==> config.mk <==
export PLATFORM = sky130hd
export DESIGN_NAME = joypad_serial_ctrl
export DESIGN_NICKNAME = d
export VERILOG_FILES = /design/src/rtl/joypad_serial_ctrl.sv
export SDC_FILE = /design/constraint.sdc
export NUM_CORES = 1
export LEC_CHECK = 0
export ABC_AREA = 1
export CELL_PAD_IN_SITES_DETAIL_PLACEMENT = 0
export CELL_PAD_IN_SITES_GLOBAL_PLACEMENT = 2
export CORE_MARGIN = 2
export CORE_UTILIZATION = 39
export CTS_CLUSTER_DIAMETER = 40
export DETAILED_ROUTE_END_ITERATION = 6
export MAX_ROUTING_LAYER = met4
export PLACE_DENSITY = 0.93
export SYNTH_ARGS = -nofsm -noshare
export SYNTH_HDL_FRONTEND = slang
export SYNTH_SLANG_ARGS = --single-unit
==> constraint.sdc <==
create_clock -name clk -period 2.96 [get_ports clk]
set_input_delay 0.592 -clock clk [delete_from_list [all_inputs] [get_ports clk]]
set_output_delay 0.592 -clock clk [all_outputs]
set_load 0.02 [all_outputs]
==> src/rtl/joypad_serial_ctrl.sv <==
// SFC joypad serial reader: latch/clock sequencing, 16-bit shift-in, 12-button decode, dimming PWM.
// Optional JOYPAD_DEBOUNCE_EN: publish a read only when it matches the previous raw read.
module joypad_serial_ctrl #(
    parameter int HALF_PERIOD   = 64,
    parameter int POLL_INTERVAL = 357954,
    parameter int PWM_PRESCALE  = 256
) (
    input  logic        clk,
    input  logic        rst_n,
    input  logic        start,
    input  logic [3:0]  dim_level,
    input  logic        pad_data,
    output logic        pad_latch,
    output logic        pad_clk,
    output logic [11:0] joypad,
    output logic        connected,
    output logic        valid,
    output logic        busy,
    output logic        no_push_pwm
);

    localparam int PH_W   = $clog2(2 * HALF_PERIOD);
    localparam int POLL_W = (POLL_INTERVAL > 1) ? $clog2(POLL_INTERVAL) : 1;
    localparam int PRE_W  = (PWM_PRESCALE > 1) ? $clog2(PWM_PRESCALE) : 1;

    typedef enum logic [1:0] {
        S_IDLE  = 2'd0,
        S_LATCH = 2'd1,
        S_SHIFT = 2'd2,
        S_DONE  = 2'd3
    } state_t;

    state_t              state_q, state_d;
    logic [PH_W-1:0]     ph_cnt_q, ph_cnt_d;
    logic [3:0]          bit_q, bit_d;
    logic                hi_q, hi_d;
    logic [15:0]         sr_q, sr_d;
    logic                sync1_q, sync2_q;
    logic [POLL_W-1:0]   poll_cnt_q;
    logic                poll_wrap;
    logic                pending_q, pending_d, pending_clr;
    logic                done;
    logic                accept;
    logic                new_conn;
    logic [11:0]         new_joy;
    logic [11:0]         joypad_q;
    logic                connected_q, valid_q;
    logic [PRE_W-1:0]    pre_q;
    logic [3:0]          pwm_cnt_q;
    logic                pwm_q;

    always_ff @(posedge clk or negedge rst_n) begin
        if (!rst_n) begin
            sync1_q <= 1'b1;
            sync2_q <= 1'b1;
        end else begin
            sync1_q <= pad_data;
            sync2_q <= sync1_q;
        end
    end

    assign poll_wrap = (poll_cnt_q == POLL_W'(POLL_INTERVAL - 1));

    always_ff @(posedge clk or negedge rst_n) begin
        if (!rst_n) begin
            poll_cnt_q <= '0;
        end else if (poll_wrap) begin
            poll_cnt_q <= '0;
        end else begin
            poll_cnt_q <= poll_cnt_q + 1'b1;
        end
    end

    // A new request wins over a same-cycle clear so no request is ever dropped.
    always_comb begin
        pending_d = pending_q;
        if (start || poll_wrap) begin
            pending_d = 1'b1;
        end else if (pending_clr) begin
            pending_d = 1'b0;
        end
    end

    always_ff @(posedge clk or negedge rst_n) begin
        if (!rst_n) begin
            state_q   <= S_IDLE;
            ph_cnt_q  <= '0;
            bit_q     <= '0;
            hi_q      <= 1'b0;
            sr_q      <= '0;
            pending_q <= 1'b0;
        end else begin
            state_q   <= state_d;
            ph_cnt_q  <= ph_cnt_d;
            bit_q     <= bit_d;
            hi_q      <= hi_d;
            sr_q      <= sr_d;
            pending_q <= pending_d;
        end
    end

    always_comb begin
        state_d     = state_q;
        ph_cnt_d    = ph_cnt_q;
        bit_d       = bit_q;
        hi_d        = hi_q;
        sr_d        = sr_q;
        pending_clr = 1'b0;
        done        = 1'b0;
        case (state_q)
            S_IDLE: begin
                if (pending_q) begin
                    state_d     = S_LATCH;
                    ph_cnt_d    = '0;
                    pending_clr = 1'b1;
                end
            end
            S_LATCH: begin
                if (ph_cnt_q == PH_W'(2 * HALF_PERIOD - 1)) begin
                    state_d  = S_SHIFT;
                    ph_cnt_d = '0;
                    bit_d    = '0;
                    hi_d     = 1'b1;
                end else begin
                    ph_cnt_d = ph_cnt_q + 1'b1;
                end
            end
            S_SHIFT: begin
                if (ph_cnt_q == PH_W'(HALF_PERIOD - 1)) begin
                    ph_cnt_d = '0;
                    if (hi_q) begin
                        // Sample at the end of the high phase; the pad drives active-low.
                        sr_d[bit_q] = ~sync2_q;
                        hi_d        = 1'b0;
                    end else if (bit_q == 4'd15) begin
                        state_d = S_DONE;
                    end else begin
                        bit_d = bit_q + 1'b1;
                        hi_d  = 1'b1;
                    end
                end else begin
                    ph_cnt_d = ph_cnt_q + 1'b1;
                end
            end
            S_DONE: begin
                state_d = S_IDLE;
                done    = 1'b1;
            end
            default: state_d = S_IDLE;
        endcase
    end

    assign pad_latch = (state_q == S_LATCH);
    assign pad_clk   = !((state_q == S_SHIFT) && !hi_q);
    assign busy      = (state_q != S_IDLE);

    // Pad bit 0 (B) lands on joypad[11]; a nonzero ID nibble means no standard pad.
    always_comb begin
        new_conn = (sr_q[15:12] == 4'b0000);
        new_joy  = '0;
        for (int i = 0; i < 12; i++) begin
            new_joy[11-i] = sr_q[i];
        end
        if (!new_conn) begin
            new_joy = '0;
        end
    end

`ifdef JOYPAD_DEBOUNCE_EN
    logic [15:0] raw_q;

    always_ff @(posedge clk or negedge rst_n) begin
        if (!rst_n) begin
            raw_q <= '0;
        end else if (done) begin
            raw_q <= sr_q;
        end
    end

    assign accept = done && (sr_q == raw_q);
`else
    assign accept = done;
`endif

    always_ff @(posedge clk or negedge rst_n) begin
        if (!rst_n) begin
            joypad_q    <= '0;
            connected_q <= 1'b0;
            valid_q     <= 1'b0;
        end else begin
            valid_q <= accept;
            if (accept) begin
                joypad_q    <= new_joy;
                connected_q <= new_conn;
            end
        end
    end

    assign joypad    = joypad_q;
    assign connected = connected_q;
    assign valid     = valid_q;

    always_ff @(posedge clk or negedge rst_n) begin
        if (!rst_n) begin
            pre_q     <= '0;
            pwm_cnt_q <= '0;
            pwm_q     <= 1'b0;
        end else begin
            if (pre_q == PRE_W'(PWM_PRESCALE - 1)) begin
                pre_q     <= '0;
                pwm_cnt_q <= pwm_cnt_q + 1'b1;
            end else begin
                pre_q <= pre_q + 1'b1;
            end
            pwm_q <= (pwm_cnt_q < dim_level);
        end
    end

    assign no_push_pwm = pwm_q;

endmodule

# --- After elaboration in Yosys (flattened, before gate mapping) ---
# Cells that the tools add are included.
classes:
  n_addsub: 5
  magnitude_cmp: 3
  n_eq_ne: 14
  n_mux: 31
  bitwise_logic: 1
  n_reduce_logical: 16
ops:
  columns: ["op", "n"]
  rows:
  - ["$mux W7", 3]
  - ["$pmux W7 S3", 1]
  - ["$add A19 B1 Y19 const B", 1]
  - ["$eq A19 B19 Y1 const B", 1]
  - ["$mux W19", 1]
  - ["$bwmux W16", 1]
  - ["$mux W4", 4]
  - ["$mux W12", 1]
  - ["$mux W1", 10]
  - ["$mux W2", 5]
  - ["$ne A2 B2 Y1 const B", 5]
  - ["$reduce_and A5 Y1", 2]
  - ["$add A4 B1 Y4 const B", 2]
  - ["$add A8 B1 Y8 const B", 1]
  - ["$eq A8 B8 Y1 const B", 1]
  - ["$mux W8", 1]
  - ["$pmux W2 S4", 1]
  - ["$pmux W4 S2", 1]
  - ["$add A7 B1 Y7 const B", 1]
  - ["$eq A7 B6 Y1 const B", 1]
  - ["$eq A7 B7 Y1 const B", 1]
  - ["$reduce_and A3 Y1", 2]
  - ["$reduce_bool A2 Y1", 3]
  - ["$lt A4 B5 Y1 const B", 1]
  - ["other kinds (16)", 19]
word_totals:
  regBits: 79
  inputBits: 8
  elab_cells: 85

# --- Depth between registers and ports, before layout ---
depth:
  word_depth: 5
  ltp_mapped: 9
  mapped_depth_nobuf: 9

# --- Worst setup path after synthesis ---
# OpenSTA, ideal clock, no wires.
synth_timing:
  kind: "register to register"
  from: "reg state_q[0]"
  to: "reg ph_cnt_q[4]"
  setup_time_ps: 77
  arrival_time_ps: 1446
  required_time_ps: 2883
  slack_ps: 1436
  stages_incl_launch_ff: 9
  n_path_buf: 1
  synth_period_minus_slack_ps: 1524
  cell_sequence: "dfrtp_1 inv_1 ha_1 inv_1 nor2_1 a21oi_1 buf_2 a21oi_1 a21oi_1"
synth_between:
  elab_chain_len: 3
synth_lines:
  columns: ["item", "line_no", "source"]
  rows:
  - ["start, declared", "33", "state_t state_q, state_d;"]
  - ["start signal, assigned", "93", "state_q <= state_d;"]
  - ["$eq A2 B1 Y1, or another cell as far along", "110", "case (state_q)"]
  - ["$reduce_bool A3 Y1 (no source line) / $ne A2 B2 Y1 (equally long branches)", null, null]
  - ["$reduce_and A2 Y1 (no source line)", null, null]
  - ["end signal, assigned", "94", "ph_cnt_q <= ph_cnt_d;"]
  - ["end, declared", "34", "logic [PH_W-1:0] ph_cnt_q, ph_cnt_d;"]
# Several ways; a longest one is shown, not always the timed one.
# A chain may end at the register's enable or synchronous reset.

# --- Worst setup path after layout ---
layout_timing:
  from: "reg state_q[0]"
  to: "out pad_clk"
layout_between:
  elab_chain_len: 3
layout_lines:
  columns: ["item", "line_no", "source"]
  rows:
  - ["$eq A2 B2 Y1", "154", "assign pad_clk = !((state_q == S_SHIFT) && !hi_q);"]
  - ["$logic_and A1 B1 Y1", "154", null]
  - ["$logic_not A1 Y1", "154", null]
  - ["end, declared", "14", "output logic pad_clk,"]
# Every way passes these cells.

==> reports/metrics.yaml <==
status: "finished, final reports clean"
grt_pass1_wl_mm: 13.17
finalMaxSlewViolations: 0
ys_warn_count: 0
reg2reg_slack_ns: 0.98
power.density_nw_per_um2: 446.6
synth_compound_area_share_pct: 7.513
power.leakage_uw: 0.002140
ctsHoldBuffers: 0
die_area_sq_um: 10990
fin_setup_tns_ns: 0
final.fill_count: 1017
async_flop_share_pct: 100.0
mappedNetlistArea_sq_um: 3964
clk_pin_slew_worst_paths_ns: 0.09
reg2reg_to: "ph_cnt_q[2]"
slowest_stage: "clkdlybuf4s50_1"
fin_ws_ns: 0.4919
clock-sinks: 79
grt_setup_unrepaired: "no"
p_int_uw: 1594
postSynthCellCount: 475
drive_gt1_share_pct: 7.101
synth.mux.area_fraction_pct: 0.2841
cts-resized-gates: 0
synth-xor-area-share_pct: 3.314
path_depth: 4
critPathMaxFanout: 10
end_kind: "primary output"
clockBufferDepth: 2
area_delta_synth_final_pct: 15.12
critPathBufInv: 2
rows: 36
syn-num-nets: 499
drt-total-wl_mm: 7.532
final-setup-viol-count: 0
portBuffers: 25
synthFlopType: "dfrtp_1"
fin_hold_ws_ns: 0.3716
seqCellArea_sq_um: 1979
critPathKind: "flop to primary output"
power_frac_comb_pct: 1.7
antenna_found_initial: 0
wl_per_cell_um: 11.77
nNetsFinal: 526
maxCapViolations: 0
cp.required_ns: 2.37
synth_top_area_share_pct: 48.61
multiInputGateArea_sq_um: 1674
cp-startpoint: "state_q[0]"
fmax_mhz: 405.2
initial_core_util_pct: 40.37
grt_max_degree: 80
yosys_register_bits: 79
r2r_cells: 6
peakVddDrop_v: 0.0001879
relSlewSlack_pct: 34.01
pwr-share-seq_pct: 53.2
grt_pass1_vias: 2902
synthAdderAreaFrac_pct: 5.051
synth_seq_area_share_pct: 49.94
dp_hpwl_mm: 5.256
r2r-start: "state_q[1]"
fin_crit_sh_pct: 83.38
final_hold_viol_count: 0
n_antenna_cell: 0
startpoint_type: "flop"
yosys.area.top_type: "dfrtp_1"
dr.pass1.iters: 4
crit_path_max_incr_delay_ns: 0.60
yosysMostFrequentCell: "nand2_1"
syn_avg_cell_area_sq_um: 8.345
grt_overflow: 0
ant_nets: 0
arrival_ns: 1.88
grt_usage_pct: 15.01
synth-edff-count: 0
drc: 0
dpl_worst_slack_ns: 0.8881
chipHeight_um: 104.8
cts-root-buf: "clkbuf_8"
crit_chain: "inv_1 > ha_1 > nand2_1 > clkdlybuf4s50_1"
hp-class: "flop to flop"
gp_congestion: 0.8178
h-tree-depth: 3
num_vias: 3002
first_iter_violations: 167
synth_top_family_by_area: "simple AND/OR/NAND/NOR gates"
synth.area.top_cells: "dfrtp_1 49%, nand2_1 8.7%, nand3_1 6.7%, inv_1 6.5%, ha_1 5.1%"
core_area_sq_um: 9819
pin_count: 26
endpoint: "pad_clk"
p_sw_uw: 444.1
fin_crit_ns: 2.468
synthSimpleGateAreaFrac_pct: 26.07
vias_per_cell: 4.691
crit_family: "buffers and inverters"
switching_share_pct: 21.79
tightest_slew_ns: 0.9899
cts_buffers: 9
cts_setup_buffers: 0
yosys-top-cells-count: "92 x nand2_1, 77 x dfrtp_1, 69 x inv_1"
synth_cell_types: 27
finClkSkew_ns: 0.01041
p_clk_share_pct: 45.1
cts_tree: "yes"
die_w_um: 104.8
clkLatencyLatePin_ns: 0.35
[per-layer routing]
layer  vias up  routed length (um)  GRT usage (%)
li1       1571                   -              -
met1      1370                3797          19.27
met2        44                3317          23.19
met3        17                 277          3.182
met4         0                 140          6.095
met5         -                   0              -
[power groups by stage]
stage / Clock, uW / Combinational (uW) / Sequential [uW]
2_1_floorplan: 0 / 4.72 / 1100
3_3_place_gp: 0 / 35.4 / 1110
3_5_place_dp: 0 / 36.2 / 1110
4_1_cts: 948 / 36.3 / 1080
5_1_grt: 998 / 39.7 / 1090
6_report: 920 / 33.8 / 1080
[logic make-up after synthesis]
kind of cell	Yosys count
flip-flops	79
buffers and inverters	79
multiplexers	1
AO/OA/AOI/OAI	59
adder cells (fa/ha/maj)	16
AND/OR/NAND/NOR	226
XOR/XNOR	15
[metrics by stage]
step	util [%]	instance area (sq um)	power, uW	instances
floorplan	-	3964	1109	475
global placement	44.14	4334	1141	624
detailed placement	44.14	4334	1142	624
CTS	46.47	4563	2069	640
global route	46.47	4563	2123	640
finish	46.47	4563	2038	640
[worst reg2reg max path: stages (launching register included)]
cell and delay, ns:
dfrtp_1 0.42, inv_1 0.09, ha_1 0.36, inv_1 0.10, a21oi_1 0.65, a21oi_1 0.14
a21oi_1 0.14
[sequential cells by signal, indices dropped and copies added (netlist names), 2 cells and up]
register    flops
pwm_cnt_q       4
pre_q           8
state_q         2
sr_q           16
ph_cnt_q        7
bit_q           4
joypad         12
poll_cnt_q     19
[how the worst min path moves through the flow]
stage,startpoint,end,depth (start not counted)
final,sync1_q,sync2_q,0
after global routing,sync1_q,sync2_q,0
after CTS,sync1_q,sync2_q,0
after detailed placement,sync1_q,sync2_q,0
after global placement,sync1_q,sync2_q,0
after floorplan,rst_n,bit_q[0],0
[placed cells by master, fill, tap and decap left out, drive strengths merged, types with 7 or more instances in the layout]
cell / n
dfrtp: 77
nor3: 7
nand2: 96
clkdlybuf4s50: 24
nor2: 57
a21oi: 18
clkbuf: 10
nand4: 10
ha: 16
xor2: 11
o21ai: 40
nand3: 53
inv: 70
[area by class of cell]
| class | instances | share of cell area (%) |
|---|---|---|
| inverter | 69 | 5.676 |
| clock inverter | 6 | 2.002 |
| timing repair buffer | 26 | 5.594 |
| clock buffer | 10 | 3.016 |
| multi-input combinational | 317 | 36.69 |
| tap | 133 | 3.647 |
| sequential | 79 | 43.38 |
Note: power is estimated with default switching activity, not from simulation.
